<file path="src/rtl/cam_param.sv">
// cam_param: writable DEPTH x DATA_W content-addressable memory for port lookup.
// Registered one-cycle lookup with lowest-index priority and a multi-hit flag.
// A sequenced flush clears one entry per cycle while ready is low.
// Optional feature macro: CAM_TERNARY_EN adds a per-entry care mask (wr_mask port).
//
//   state   | meaning
//   --------+-----------------------------------------------------------
//   S_IDLE  | accepting writes, invalidates, lookups and flush requests
//   S_FLUSH | clearing valid[r_idx] each cycle, all requests ignored
module cam_param #(
    parameter int DATA_W = 4,
    parameter int DEPTH  = 4,
    parameter int ADDR_W = 2
) (
    input  logic              clk,
    input  logic              reset,
    input  logic              wr_en,
    input  logic [ADDR_W-1:0] wr_addr,
    input  logic [DATA_W-1:0] wr_data,
`ifdef CAM_TERNARY_EN
    input  logic [DATA_W-1:0] wr_mask,
`endif
    input  logic              inv_en,
    input  logic              flush_req,
    output logic              ready,
    input  logic              srch_valid,
    input  logic [DATA_W-1:0] data_in,
    output logic              rsp_valid,
    output logic              is_hit,
    output logic              multi_hit,
    output logic [ADDR_W-1:0] addr,
    output logic [ADDR_W:0]   num_valid
);

    typedef enum logic {
        S_IDLE  = 1'b0,
        S_FLUSH = 1'b1
    } state_t;

    state_t            r_state;
    logic [ADDR_W-1:0] r_idx;
    logic [DEPTH-1:0]  r_valid;
    logic [DATA_W-1:0] r_key [DEPTH];
`ifdef CAM_TERNARY_EN
    logic [DATA_W-1:0] r_mask [DEPTH];
`endif
    logic              r_ready;
    logic              r_rsp_valid;
    logic              r_is_hit;
    logic              r_multi_hit;
    logic [ADDR_W-1:0] r_addr;
    logic [ADDR_W:0]   r_num_valid;

    logic              w_idle;
    logic              w_addr_ok;
    logic              w_wr;
    logic              w_inv;
    logic              w_lookup;
    logic [DEPTH-1:0]  w_match;
    logic [ADDR_W-1:0] w_hit_addr;
    logic [ADDR_W:0]   w_hit_cnt;
    logic [DEPTH-1:0]  w_valid_nxt;
    logic [ADDR_W:0]   w_valid_cnt;

    assign w_idle    = (r_state == S_IDLE);
    assign w_addr_ok = (int'(wr_addr) < DEPTH);
    // write beats invalidate when both are requested for the same cycle
    assign w_wr      = w_idle & wr_en & w_addr_ok;
    assign w_inv     = w_idle & inv_en & ~wr_en & w_addr_ok;
    assign w_lookup  = w_idle & srch_valid;

    assign ready     = r_ready;
    assign rsp_valid = r_rsp_valid;
    assign is_hit    = r_is_hit;
    assign multi_hit = r_multi_hit;
    assign addr      = r_addr;
    assign num_valid = r_num_valid;

    // per-entry compare against the current (pre-write) table contents
    always_comb begin
        w_match = '0;
        for (int i = 0; i < DEPTH; i++) begin
`ifdef CAM_TERNARY_EN
            w_match[i] = r_valid[i] & (((r_key[i] ^ data_in) & r_mask[i]) == '0);
`else
            w_match[i] = r_valid[i] & (r_key[i] == data_in);
`endif
        end
    end

    // lowest matching index and number of matches
    always_comb begin
        w_hit_addr = '0;
        w_hit_cnt  = '0;
        for (int i = DEPTH - 1; i >= 0; i--) begin
            if (w_match[i]) begin
                w_hit_addr = ADDR_W'(i);
            end
        end
        for (int i = 0; i < DEPTH; i++) begin
            w_hit_cnt = w_hit_cnt + (ADDR_W+1)'(w_match[i]);
        end
    end

    // next valid vector and its population count, so num_valid tracks the same edge
    always_comb begin
        w_valid_nxt = r_valid;
        w_valid_cnt = '0;
        if (!w_idle) begin
            w_valid_nxt[r_idx] = 1'b0;
        end else if (w_wr) begin
            w_valid_nxt[wr_addr] = 1'b1;
        end else if (w_inv) begin
            w_valid_nxt[wr_addr] = 1'b0;
        end
        for (int i = 0; i < DEPTH; i++) begin
            w_valid_cnt = w_valid_cnt + (ADDR_W+1)'(w_valid_nxt[i]);
        end
    end

    // FSM, table storage and registered lookup result
    always_ff @(posedge clk or negedge reset) begin
        if (!reset) begin
            r_state     <= S_IDLE;
            r_idx       <= '0;
            r_valid     <= '0;
            r_ready     <= 1'b1;
            r_rsp_valid <= 1'b0;
            r_is_hit    <= 1'b0;
            r_multi_hit <= 1'b0;
            r_addr      <= '0;
            r_num_valid <= '0;
            for (int i = 0; i < DEPTH; i++) begin
                r_key[i] <= '0;
`ifdef CAM_TERNARY_EN
                r_mask[i] <= '1;
`endif
            end
        end else begin
            r_valid     <= w_valid_nxt;
            r_num_valid <= w_valid_cnt;
            r_rsp_valid <= w_lookup;
            if (w_lookup) begin
                r_is_hit    <= |w_match;
                r_multi_hit <= (w_hit_cnt >= (ADDR_W+1)'(2));
                r_addr      <= w_hit_addr;
            end
            if (w_wr) begin
                r_key[wr_addr] <= wr_data;
`ifdef CAM_TERNARY_EN
                r_mask[wr_addr] <= wr_mask;
`endif
            end
            case (r_state)
                S_IDLE: begin
                    if (flush_req) begin
                        r_state <= S_FLUSH;
                        r_ready <= 1'b0;
                        r_idx   <= '0;
                    end
                end
                S_FLUSH: begin
                    if (r_idx == ADDR_W'(DEPTH - 1)) begin
                        r_state <= S_IDLE;
                        r_ready <= 1'b1;
                        r_idx   <= '0;
                    end else begin
                        r_idx <= r_idx + ADDR_W'(1);
                    end
                end
                default: begin
                    r_state <= S_IDLE;
                    r_ready <= 1'b1;
                    r_idx   <= '0;
                end
            endcase
        end
    end

endmodule

</file>
<file path="config.mk">
export PLATFORM = sky130hd
export DESIGN_NAME = cam_param
export DESIGN_NICKNAME = d
export VERILOG_FILES = /design/src/rtl/cam_param.sv
export SDC_FILE = /design/constraint.sdc
export NUM_CORES = 1
export LEC_CHECK = 0
export BUFFER_PORTS_ARGS = -buffer_cell sky130_fd_sc_hd__buf_2
export CAP_MARGIN = 25
export CORE_MARGIN = 2
export CORE_UTILIZATION = 50
export DETAILED_ROUTE_END_ITERATION = 8
export PLACE_DENSITY = 0.86
export SLEW_MARGIN = 5
export SYNTH_ARGS = -nofsm -noshare
export SYNTH_HDL_FRONTEND = slang
export SYNTH_SLANG_ARGS = --single-unit
</file>
<file path="constraint.sdc">
create_clock -name clk -period 1.9 [get_ports clk]
set_input_delay 0.38 -clock clk [delete_from_list [all_inputs] [get_ports clk]]
set_output_delay 0.38 -clock clk [all_outputs]
set_load 0.02 [all_outputs]
</file>
==> results of run 1 <==
final cells by class:
| class | instances | share of cell area |
|---|---|---|
| inverters | 10 | 0.0173 |
| repair buffers | 54 | 0.160 |
| well taps | 44 | 0.0254 |
| flip-flops and latches | 32 | 0.371 |
| multi-input cells | 92 | 0.397 |
| clock buffers | 7 | 0.0301 |
power by group through the flow:
stage / clock [mW] / sequential (mW) / combinational (mW)
floorplan: 0 / 1.21 / 0.653
global placement: 0 / 1.17 / 0.958
detailed placement: 0 / 1.20 / 1.01
CTS: 0.449 / 1.18 / 1.14
global route: 0.467 / 1.23 / 1.36
finish: 0.434 / 1.20 / 1.24
worst max path at each step:
stage | to | slack [ns] | cells after the start
3_3_place_gp | multi_hit | -0.17 | 9
5_1_grt | multi_hit | -0.12 | 7
2_1_floorplan | num_valid[1] | -0.09 | 7
4_1_cts | num_valid[1] | -0.06 | 6
6_report | num_valid[1] | -0.07 | 8
3_5_place_dp | num_valid[1] | -0.24 | 8
sequential cells by signal, summed over array words and instances (netlist names):
signal	count
is_hit	1
ready	1
multi_hit	1
rsp_valid	1
addr	2
num_valid	3
r_key	16
r_valid	4
r_state	1
r_idx	2
routing by layer:
layer | vias to the layer above | share of wire
met3 | 8 | 0.043
met5 | - | 0
li1 | 589 | -
met1 | 612 | 0.44
met4 | 0 | 0.028
met2 | 40 | 0.49
Yosys cell counts (2+ instances only):
cell       n  area, µm²
dfrtp_1   31        776
mux2_2    13        146
nand2_1   12       45.0
xor2_1    10       87.6
inv_1      9       33.8
ha_1       7       87.6
a21oi_1    3       15.0
nand2b_1   3       18.8
nor2_1     3       11.3
nor2b_1    3       18.8
o22ai_1    3       18.8
xnor2_1    3       26.3
a21o_1     2       15.0
a22oi_1    2       15.0
clkbuf_1   2       7.51
fa_1       2       40.0
nand3_1    2       10.0
nor3_1     2       10.0
o21ai_0    2       10.0
critical path: stages:
cell and delay, ns:
buf_2 0.13, nor2b_1 0.27, nand2_1 0.09, a22oi_1 0.24, o22ai_2 0.15, fa_1 0.56, ha_2 0.19, ha_4 0.19
cell families after synthesis:
family,count (synthesis),synth area share
simple gates,33,0.117
xor+xnor,13,0.0708
compound gates,22,0.103
buf+inv,12,0.0280
fa+ha+maj,9,0.0793
mux,15,0.104
flops,32,0.498
per-stage QoR:
stage	setup TNS, ns	instance area [µm²]
floorplan	-0.0868	1650
global placement	-0.399	1950
detailed placement	-0.701	1950
CTS	-0.0635	2100
global route	-0.229	2160
finish	-0.0757	2160
repair_timing:
| action | CTS | global route |
|---|---|---|
| setup buffers | 8 | 3 |
| endpoints found under the setup margin | 4 | 5 |
| resized for setup | 6 | 6 |
| pin swaps | 6 | 3 |
==> reports/metrics.sh, run 1 <==
GRT_PASS1_WL_UM=5810
VDD_IR_DROP_MAX_V=0.000874
GRT_ANTENNA_BEFORE_REPAIR=0
DETAIL_ROUTE.ITER0.VIOLATIONS=42
CRITICAL_PATH_REQUIRED_NS=2.13
HTREE_NUM_LEVELS=2
DRC=0
YS_SEQ_AREA_FRAC=0.498
NNETSFINAL=220
NUMPLACEDINSTANCES=221
SHORTEST_PERIOD_THE_WORST_PATH_ALLOWS_NS=1.97
FLOORPLAN.CORE_AREA_UM2=3050
PLACE_CONGESTION=0.813
CRIT_PATH_MAX_FANOUT=4
GRTUSAGEMET1=0.264
PORTBUFFERS=24
POST_LAYOUT_TOTAL_POWER_mW=2.88
SEQUENTIALPOWERSHARE=0.417
VIOLATIONS='negative setup slack'
RRSETUPSLACK_NS=-0.04
CLOCK_SKEW_NS=0.00576
IOS=25
CLOCK_SINK_COUNT=32
POWER.SHARE.SWITCHING=0.366
GRT_MAX_DEGREE=33
SYNTHESIZED_CELL_AREA_UM2=1610
VIAS=1249
COMBPWRFRAC=0.433
LAYOUT_COMMON_CELLS='dfrtp_1 (30), buf_4 (30), buf_2 (24), mux2_2 (13), nand2_1 (12)'
UTILIZATION_AFTER_LAYOUT=0.709
CTS_INSERTED_BUFFERS=5
FINAL_REPORT_HOLD_VIOLATION_COUNT=0
MAX-SLEW-MARGIN-REL=0.534
FULL_DIE_AREA_UM2=3690
YS_DOMINANT_REG_CELL='dfrtp_1'
SKEW_PAIR_LATE_INSERTION_DELAY_NS=0.33
PLACE_WORST_SETUP_SLACK_NS=-0.245
R2R_CELLS=7
GRT_SETUP_UNREPAIRED='true'
FLIP_FLOP_AND_LATCH_COUNT_AFTER_SYNTHESIS=32
POWER_DENSITY_nW_PER_UM2=1330
VIASPERCELL=5.23
MAPPEDNETLISTNETS=161
P_SWITCHING_mW=1.05
YS_WARN_COUNT=0
PLACEMENT_ROWS=20
CRITICAL_PATH.STARTPOINT='wr_addr[0]'
HOLD_SLACK_NS=0.0861
GRT_BUSIEST_LAYER='met2'
FINAL_MAX_SLEW_VIOL_COUNT=0
SYNTH_ENABLE_FLOP_CELLS=0
DRT-PASS1-ITER-COUNT=4
POST-ROUTE-PERIOD-UTIL=1.04
REGISTER_AREA_UM2=803
ANTENNA_CELLS=0
SHARE_OF_LAYOUT_CELLS_ABOVE_DRIVE_STRENGTH_1=0.477
CLOCK_POWER_SHARE=0.151
GRT_UTIL_MET3=0.0469
CTS-ROOT-TO-SINK-BUFFERS=2
FINALSETUPVIOLATIONS=2
DETAILED_PLACE_HPWL_UM=2450
SYN_AVG_CELL_AREA_UM2=11.8
SYNTH_CELLS=136
PATH_CLK_SLEW_NS=0.09
MAXCAPVIOLATIONS=0
UNIQUE_MASTERS_POST_SYNTH=41
MAXIMUM_OPERATING_FREQUENCY_GHz=0.508
FILLERS=213
HOLDBUFCOUNTCTS=0
GR-USAGE-ALL-LAYERS=0.226
CTSROOTBUFFERMASTER='clkbuf_4'
ANT_NETS=0
ROUTED_LEN_INST_UM=15.3
R2R_END='num_valid[1]'
TOTAL_AREA_OF_MULTI_INPUT_COMBINATIONAL_CELLS_UM2=858
SYNTH-ASYNC-RESET-RATIO=1.00
INSTANCES_NO_FILL=239
REGTOREGSTARTPOINT='r_state'
GLOBAL_ROUTE_TOTAL_OVERFLOW=0
FP.DIEH_UM=60.7
CRITPATHKIND='in -> reg'
DIE_W_UM=60.7
TOTALWIRELENGTH_UM=3660
FIRST_GLOBAL_VIAS=1263
GRT_USE_MET2=0.379
CTS_TREE='done'
WORSTHOLDPATHTYPE='in -> async'
SLEW_AT_THE_PIN_CLOSEST_TO_ITS_MAX_SLEW_LIMIT_NS=0.699
START_UTIL=0.527
TIMING.CRITICAL_PATH.FROM_TYPE='input port'
POST-ROUTE-WORST-SETUP-SLACK_NS=-0.0692
P_INT_mW=1.82
FLOW.AREA_GROWTH_FROM_SYNTHESIS_PCT=34.5
WORST_EP_ARRIVAL_TIME_NS=2.20
RUN_STATUS='finished, violations left'
LEAKAGE_nW=1.02
END_KIND='register'
(Power assumes the default switching activity.)
==> inputs of run 2 (changes only) <==
--- a/config.mk
+++ b/config.mk
@@ -8,9 +8,9 @@
 export BUFFER_PORTS_ARGS = -buffer_cell sky130_fd_sc_hd__buf_2
 export CAP_MARGIN = 25
 export CORE_MARGIN = 2
-export CORE_UTILIZATION = 50
+export CORE_UTILIZATION = 54
 export DETAILED_ROUTE_END_ITERATION = 8
-export PLACE_DENSITY = 0.86
+export PLACE_DENSITY = 0.88
 export SLEW_MARGIN = 5
 export SYNTH_ARGS = -nofsm -noshare
 export SYNTH_HDL_FRONTEND = slang
==> constraint.sdc (replaced) <==
create_clock -name clk -period 2 [get_ports clk]
set_input_delay 0.4 -clock clk [delete_from_list [all_inputs] [get_ports clk]]
set_output_delay 0.4 -clock clk [all_outputs]
set_load 0.02 [all_outputs]
==> run 2 against run 1 <==
  * Clock skew increased by 0.0035 ns
  * Critical path depth decreased by 2
  * Utilization increased by 2.5 points
  * Sequential share of layout area increased by 1.9 points
  * Final cell count decreased by 7.9%
  * Global-route usage increased by 2.0 points
  * Sequential power decreased by 6%
  * Highest routed layer unchanged
  * Count of clock-buffer cells in the layout unchanged
  * Largest power group is now sequential cells
  * Via count decreased by 2.7%
  * The flow finishes with violations (design-rule violations, negative setup slack)
  * Non-clock buffer count decreased by 6
==> reports/metrics.sh, run 2 (synthesis results as in run 1) <==
RUN_STATUS='finished, violations left'  # unchanged
VIOLATIONS='design-rule violations, negative setup slack'  # was negative setup slack
PATH_CLK_SLEW_NS=0.10  # was 0.09 ns
FIRST_GLOBAL_VIAS=1287  # was 1,263
SKEW_PAIR_LATE_INSERTION_DELAY_NS=0.34  # was 0.33 ns
RRSETUPSLACK_NS=-0.03  # was -0.04 ns
FINAL_REPORT_HOLD_VIOLATION_COUNT=0  # unchanged
HTREE_NUM_LEVELS=2  # unchanged
IOS=25  # unchanged
GRT_ANTENNA_BEFORE_REPAIR=0  # unchanged
FULL_DIE_AREA_UM2=3430  # was 3690 µm²
LARGEST_REGISTER_FFS=16  # unchanged
ANTENNA_CELLS=0  # unchanged
GR-USAGE-ALL-LAYERS=0.246  # was 0.226
POST-ROUTE-PERIOD-UTIL=1.02
CRITICAL_PATH.TOP_DELAY_FAMILY='adder cells'  # unchanged
DRT-PASS1-ITER-COUNT=6  # was 4
GRT_SETUP_UNREPAIRED='true'  # unchanged
CTS_INSERTED_BUFFERS=5  # unchanged
MET2ROUTEDLENGTH_UM=1720  # was 1800 µm
FLOORPLAN.CORE_AREA_UM2=2810  # was 3050 µm²
TOTALWIRELENGTH_UM=3510  # was 3660 µm
DETAIL_ROUTE.ITER0.VIOLATIONS=48  # was 42
WORST_EP_ARRIVAL_TIME_NS=2.26  # was 2.20 ns
START_UTIL=0.574  # was 0.527
PLACEMENT_ROWS=19  # was 20
PLACE_WORST_SETUP_SLACK_NS=-0.208  # was -0.245 ns
CLOCK_SKEW_NS=0.00927  # was 0.00576 ns
MAXCAPVIOLATIONS=0  # unchanged
LEAKAGE_nW=0.977  # was 1.02 nW
CRITPATHKIND='reg -> reg'  # was in -> reg
SHORTEST_PERIOD_THE_WORST_PATH_ALLOWS_NS=2.03
DRT-MET1-WL_UM=1520  # was 1600 µm
FINALSETUPVIOLATIONS=2  # unchanged
CTSROOTBUFFERMASTER='clkbuf_4'  # unchanged
CTS_TREE='done'  # unchanged
MOSTFREQUENTLAYOUTCELL='dfrtp_1'
HOLDBUFCOUNTCTS=0  # unchanged
REGTOREGSTARTPOINT='r_state'  # unchanged
CRITICAL_PATH_REQUIRED_NS=2.23  # was 2.13 ns
VDD_IR_DROP_MAX_V=0.000806  # was 0.000874 V
CLOCK_SINK_COUNT=32  # unchanged
MAXIMUM_OPERATING_FREQUENCY_GHz=0.493
POST-ROUTE-WORST-SETUP-SLACK_NS=-0.0302  # was -0.0692 ns
REGMOSTFLOPS='r_key'  # unchanged
TOTALNEGATIVESETUPSLACK_NS=-0.0422  # was -0.0757 ns
PLACE_CONGESTION=0.853  # was 0.813
CRITICAL-PATH-SLOWEST-CELL='fa_1'  # unchanged
TIMING.CRITICAL_PATH.FROM_TYPE='register'  # was input port
VIASPERCELL=5.52  # was 5.23
MAX-SLEW-MARGIN-REL=0.528  # was 0.534
END_KIND='register'  # unchanged
CP.BUFFERS_INVERTERS=0  # was 1
ROUTED_LEN_INST_UM=15.9  # was 15.3 µm
CTS-ROOT-TO-SINK-BUFFERS=2  # unchanged
VIAS=1215  # was 1,249
GLOBAL_ROUTE_TOTAL_OVERFLOW=0  # unchanged
SLEW_AT_THE_PIN_CLOSEST_TO_ITS_MAX_SLEW_LIMIT_NS=0.708  # was 0.699 ns
POWER_DENSITY_nW_PER_UM2=1280  # was 1330 nW/µm²
WORSTHOLDPATHTYPE='in -> async'  # unchanged
GRT_MAX_DEGREE=33  # unchanged
PORTBUFFERS=24  # unchanged
DIE_W_UM=58.6  # was 60.7 µm
CP_CELL_SEQUENCE='nor4b_2 > a21oi_1 > a21o_1 > fa_1 > ha_2 > ha_4'  # was buf_2 > nor2b_1 > nand2_1 > a22oi_1 > o22ai_2 > fa_1 > ha_2 > ha_4
DR_WL_MET3_UM=180  # was 157 µm
ANT_NETS=0  # unchanged
UTILIZATION_AFTER_LAYOUT=0.734  # was 0.709
FLOW.AREA_GROWTH_FROM_SYNTHESIS_PCT=28.0  # was 34.5%
FINAL_MAX_SLEW_VIOL_COUNT=0  # unchanged
R2R_CELLS=6  # was 7
LAYOUT_COMMON_CELLS='dfrtp_1 (30), buf_2 (24), buf_4 (24), mux2_2 (13), nand2_1 (12)'  # was dfrtp_1 (30), buf_4 (30), buf_2 (24), mux2_2 (13), nand2_1 (12)
DETAILED_PLACE_HPWL_UM=2500  # was 2450 µm
NNETSFINAL=214  # was 220
FP.DIEH_UM=58.6  # was 60.7 µm
FILLERS=195  # was 213
R2R_END='num_valid[1]'  # unchanged
ROUTE.TOP_LAYER_USED='met4'  # unchanged
GRT_PASS1_WL_UM=5990  # was 5810 µm
SHARE_OF_LAYOUT_CELLS_ABOVE_DRIVE_STRENGTH_1=0.434  # was 0.477
DRC=1  # was 0
CRIT_PATH_MAX_FANOUT=6  # was 4
MAX_STAGE_DELAY_NS=0.52  # was 0.56 ns
run 2: worst max-delay path by stage:
stage / cells past startpoint / end / startpoint
3_5_place_dp: 8 / multi_hit / data_in[0]
2_1_floorplan: 7 / multi_hit / r_key[9]
6_report: 6 / num_valid[1] / r_state
4_1_cts: 6 / num_valid[1] / r_state
3_3_place_gp: 9 / multi_hit / data_in[0]
5_1_grt: 7 / multi_hit / r_key[9]
run 2: metrics by stage:
step	hold WS [ns]	instance area (µm²)	total power [mW]	std cells
after global placement	0.457	1900	2.00	205
after floorplan	0.104	1640	1.75	136
final	0.0967	2060	2.63	220
after CTS	0.0980	2020	2.58	215
after detailed placement	0.476	1900	2.07	205
after global routing	0.124	2060	2.82	220
run 2: layer usage:
metal  up-vias  track usage
met5         -            0
met4         0        0.123
met3         7       0.0835
met2        29        0.379
met1       597        0.311
li1        582            -
run 2: final cells by class:
cell class | count | area, µm² | area share
repair buffers | 48 | 300 | 0.146
multi-input cells | 92 | 815 | 0.396
well taps | 31 | 38.8 | 0.0188
flip-flops and latches | 32 | 803 | 0.390
inverters | 10 | 37.5 | 0.0182
clock buffers | 7 | 65.1 | 0.0316
run 2: where the power goes:
part,internal (mW),switching (mW)
clock network,0.199,0.219
registers,0.933,0.195
logic,0.550,0.535
total,1.68,0.949
run 2: worst register-to-register path, stage by stage, from the launching register on:
cell     delay [ns]
dfrtp_2        0.46
nor4b_2        0.28
a21oi_1        0.08
a21o_1         0.20
fa_1           0.52
ha_2           0.19
ha_4           0.19
run 2: what timing repair did:
item	4_1_cts	5_1_grt
setup endpoints to repair	4	3
resized for setup	5	1
setup buffers	3	5
pin swaps	8	5
